## config.mk

```make
export PLATFORM = sky130hd
export DESIGN_NAME = mu0_ser16_tx
export DESIGN_NICKNAME = d
export VERILOG_FILES = /design/src/rtl/mu0_ser16_tx.sv
export SDC_FILE = /design/constraint.sdc
export NUM_CORES = 1
export LEC_CHECK = 0
export CORE_AREA = 2 2 73 75
export CTS_CLUSTER_SIZE = 30
export DETAILED_ROUTE_END_ITERATION = 6
export DIE_AREA = 0 0 75 77
export PLACE_DENSITY = 0.56
export SLEW_MARGIN = 10
export SYNTH_ARGS = -nofsm -noshare
export SYNTH_HDL_FRONTEND = slang
export SYNTH_SLANG_ARGS = --single-unit
```

## constraint.sdc

```tcl
create_clock -name Clk -period 2.43 [get_ports Clk]
set_clock_uncertainty 0.2 [all_clocks]
set_input_delay 0.3645 -clock Clk [delete_from_list [all_inputs] [get_ports Clk]]
set_output_delay 0.3645 -clock Clk [all_outputs]
set_load 0.01 [all_outputs]
```

## src/rtl/mu0_ser16_tx.sv

```systemverilog
// Serial transmitter for 16-bit words: one start bit (0), sixteen data bits LSB first,
// one stop bit (1), each held CLKS_PER_BIT clocks. Every output comes straight from a flop.
module mu0_ser16_tx #(
  parameter int unsigned CLKS_PER_BIT = 2
) (
  input  logic        Clk,
  input  logic        Reset,
  input  logic        En,
  input  logic [15:0] D,
  output logic        SDout,
  output logic        Busy,
  output logic        Done
);

  typedef enum logic [1:0] {IDLE, START, DATA, STOP} state_t;

  localparam logic [7:0] DIV_MAX = 8'(CLKS_PER_BIT - 1);

  state_t      state, state_nx;
  logic [15:0] shift_reg, shift_nx;
  logic [3:0]  bit_cnt, bit_nx;
  logic [7:0]  div, div_nx;
  logic        sdout_nx, busy_nx, done_nx;
  logic        div_end;

  assign div_end = (div == DIV_MAX);

  // Next values for every register, including the outputs, so that each output
  // is one flop away from its source.
  always_comb begin
    // NOTE: every signal gets a default first so no path through the case leaves it unassigned (no latches).
    state_nx = state;
    shift_nx = shift_reg;
    bit_nx   = bit_cnt;
    div_nx   = div;
    sdout_nx = SDout;
    busy_nx  = Busy;
    done_nx  = 1'b0;

    if (state != IDLE) div_nx = div_end ? 8'd0 : div + 8'd1;

    case (state)
      IDLE: begin
        sdout_nx = 1'b1;
        busy_nx  = 1'b0;
        if (En) begin
          shift_nx = D;
          state_nx = START;
          sdout_nx = 1'b0;
          busy_nx  = 1'b1;
          div_nx   = 8'd0;
          bit_nx   = 4'd0;
        end
      end
      START: begin
        if (div_end) begin
          state_nx = DATA;
          bit_nx   = 4'd0;
          sdout_nx = shift_reg[0];
        end
      end
      DATA: begin
        if (div_end) begin
          if (bit_cnt == 4'd15) begin
            state_nx = STOP;
            sdout_nx = 1'b1;
          end else begin
            bit_nx   = bit_cnt + 4'd1;
            sdout_nx = shift_reg[bit_nx];
          end
        end
      end
      STOP: begin
        // En is deliberately not looked at here; the earliest reload is one idle cycle later.
        if (div_end) begin
          state_nx = IDLE;
          busy_nx  = 1'b0;
          done_nx  = 1'b1;
        end
      end
      default: state_nx = IDLE;
    endcase
  end

  // NOTE: the data word is an ordinary register, so it is cleared by reset like everything else.
  always_ff @(posedge Clk or posedge Reset) begin
    if (Reset) begin
      state     <= IDLE;
      shift_reg <= 16'd0;
      bit_cnt   <= 4'd0;
      div       <= 8'd0;
      SDout     <= 1'b1;
      Busy      <= 1'b0;
      Done      <= 1'b0;
    end else begin
      // NOTE: non-blocking so all registers update together from pre-edge values.
      state     <= state_nx;
      shift_reg <= shift_nx;
      bit_cnt   <= bit_nx;
      div       <= div_nx;
      SDout     <= sdout_nx;
      Busy      <= busy_nx;
      Done      <= done_nx;
    end
  end

endmodule
```

==> flow_metrics.env <==
export IMPL_start_util_pct=34.5
export IMPL_finalCriticalPeriod_ns=2.23
export IMPL_drc=0
export IMPL_worst_slew_margin_rel_pct=63.6
export IMPL_period_share_pct=91.8
export IMPL_vias_per_cell=4.96
export IMPL_run_status="completed"
export IMPL_dp_slack_ns=0.217
export IMPL_ctsResizeCount=0
export IMPL_diodes=0
export IMPL_grt_antenna_before_repair=0
export IMPL_layout_nets=204
export IMPL_cts_sinks=33
export IMPL_place_area_um2=2050
export IMPL_ctsHoldBuffers=0
export IMPL_setup_ws_ns=0.200
export IMPL_hp_class="in -> async"
export IMPL_dpl_hpwl_um=2610
export IMPL_grt_max_degree=18
export IMPL_routed_wl_um=3390
export IMPL_gp_congestion=0.891
export IMPL_syn_inst=145
export IMPL_ys_types=38
export IMPL_cp_data_arrival_time_ns=2.21
export IMPL_clk_pin_slew_ns=0.07
export IMPL_root_buffer="clkbuf_8"
export IMPL_synthXorXnorAreaFrac_pct=2.04
export IMPL_drv_slew=0
export IMPL_syn_nets=172
export IMPL_synth_compound_gate_area_share_pct=10.8
export IMPL_p_int_mw=1.70
export IMPL_die_x_um=75
export IMPL_synth_fa_ha_area_share_pct=5.82
export IMPL_ios=22
export IMPL_area_delta_synth_final_pct=25.8
export IMPL_grt_util_all_layers_pct=13.6
export IMPL_crit_type="reg -> reg"
export IMPL_core_um2=4980
export IMPL_synth_top_family_by_area="multiplexers"
export IMPL_final_cell_mix="dfrtp_1 (32), clkdlybuf4s50_1 (21), mux2_2 (19)"
export IMPL_pwr_share_clk_pct=19.6
export IMPL_wl_per_cell_um=13.6
export IMPL_hold_viol_final=0
export IMPL_setup_viol=0
export IMPL_synth_area_um2=1720
export IMPL_worstPathRequired_ns=2.41
export IMPL_ys_ff_latch=33
export IMPL_synth_edf_count=0
export IMPL_grt_pass1_vias=1298
export IMPL_p_leak_nw=0.926
export IMPL_numPortBuffers=21
export IMPL_multi_input_area_um2=851
export IMPL_crit_path_start_kind="flop"
export IMPL_postCtsSetupRepairBufs=0
export IMPL_p_sw_uw=860
export IMPL_ys_flop_type="dfrtp_1"
export IMPL_vias=1230
export IMPL_dieHeight_um=77
export IMPL_drtPass1Iterations=4
export IMPL_fin_setup_tns_ns=0
export IMPL_seq_area_um2=827
export IMPL_seq_power_share_pct=35.3
export IMPL_clk_latency_ns=0.28
export IMPL_synthMuxAreaShare_pct=18.6
export IMPL_largest_reg_flops=16
export IMPL_final_layout_size_suffix_gt1_share_pct=25.3
export IMPL_h_tree_depth=2
export IMPL_dieArea_um2=5780
export IMPL_drt_iter0_drc=71
export IMPL_max_slew_worst_pin_slew_ns=0.544
export IMPL_cp_end_kind="flop"
export IMPL_ant_nets=0
export IMPL_yosys_warnings=0
export IMPL_switching_share_pct=33.6
export IMPL_synth_seq_area_share_pct=48.1
export IMPL_synthArstFlopShare_pct=100
export IMPL_power_frac_comb_pct=45.1
export IMPL_powerDensity_nw_per_um2=1180
export IMPL_finalPower_mw=2.56
export IMPL_grt_pass1_wl_um=5910
export IMPL_rows=26
export IMPL_vdd_drop_max_mv=0.523
export IMPL_clk_path_buf_depth=2
export IMPL_final_common_cell="dfrtp_1"
export IMPL_numCtsBuffers=5
export IMPL_r2r_cells=6
export IMPL_grt_overflow_total=0
export IMPL_cts_tree="done"
export IMPL_rsz0062_at_grt="false"
export IMPL_maxCapViolCount=0
export IMPL_nFillCells=477
export IMPL_yosys_area_share_simple_pct=12.3
export IMPL_whs_ns=0.192
export IMPL_fin_area_um2=2160
export IMPL_avgSynthCellArea_um2=11.9
export IMPL_crit_fanout=6
export IMPL_max_freq_ghz=0.448
[cell type report]
class / count / share of cell area (%)
clock inverter: 2 / 1.62
clock buffer: 6 / 3.36
timing repair buffer: 28 / 12.2
sequential: 33 / 38.3
tap: 70 / 4.05
inverter: 7 / 1.22
multi-input combinational: 102 / 39.4
[Yosys cell counts (2+ instances only)]
library cell   n  share of area [%]
a21oi_1        2               0.58
o31ai_1        2               0.87
nor2b_1        2               0.73
nor2_1         7                1.5
inv_1          7                1.5
mux2_2        19                 12
xor2_1         3                1.5
dfrtp_1       32                 47
nand4_1        3                1.1
nand2b_1       2               0.73
and3_1         2               0.73
nand3_1        5                1.5
ha_1           8                5.8
nand2_1        9                2.0
o21ai_0       15                4.4
clkbuf_1       2               0.44
mux4_2         4                5.2
[per-layer routing]
metal  track usage, %  wire length, um  vias to the layer above
li1                 -                -                      590
met1             16.0             1490                      616
met2             21.9             1710                       22
met3             5.52              151                        2
met4             5.36               31                        0
met5                0                0                        -
[through the flow]
stage | utilization [%] | instances
final | 43.4 | 248
after global routing | 43.4 | 248
after CTS | 43.4 | 248
after detailed placement | 41.3 | 240
after global placement | 41.3 | 240
after floorplan | - | 145
[worst max-delay path: stages (launching register included)]
cell,delay (ns)
dfrtp_1,0.41
inv_1,0.10
ha_1,0.29
or3_1,0.41
o21a_1,0.15
nor2_2,0.21
mux2_2,0.35
[kinds of logic (layout without fill, tap and decap cells)]
kind of cell / after synthesis / count (layout)
muxes: 24 / 24
AOI/OAI and AO/OA: 29 / 29
adders and majority gates: 8 / 8
and+or+nand+nor: 37 / 37
xor gates and xnor gates: 4 / 4
DFF: 33 / 33
buffers and inverters: 10 / 43
[final timing paths]
check	startpoint	endpoint	slack (ns)
max	state[0]$_DFFE_PP0P_	bit_cnt[3]$_DFFE_PP0P_	0.20
min	Reset	bit_cnt[3]$_DFFE_PP0P_	0.19
max reg2reg	state[0]$_DFFE_PP0P_	bit_cnt[3]$_DFFE_PP0P_	0.20
min reg2reg	shift_reg[10]$_DFFE_PP0P_	shift_reg[10]$_DFFE_PP0P_	0.31
max in group asynchronous	Reset	state[0]$_DFFE_PP0P_	1.30
min in group Clk	shift_reg[10]$_DFFE_PP0P_	shift_reg[10]$_DFFE_PP0P_	0.31
[power groups by stage]
stage	Clock (mW)	Combinational, mW	Sequential, mW
after floorplan	0	0.876	0.888
after global placement	0	1.14	0.908
after detailed placement	0	1.16	0.917
after CTS	0.522	1.17	0.908
after global routing	0.556	1.27	0.933
final	0.501	1.15	0.905
Power figures use the tool's default switching activity.
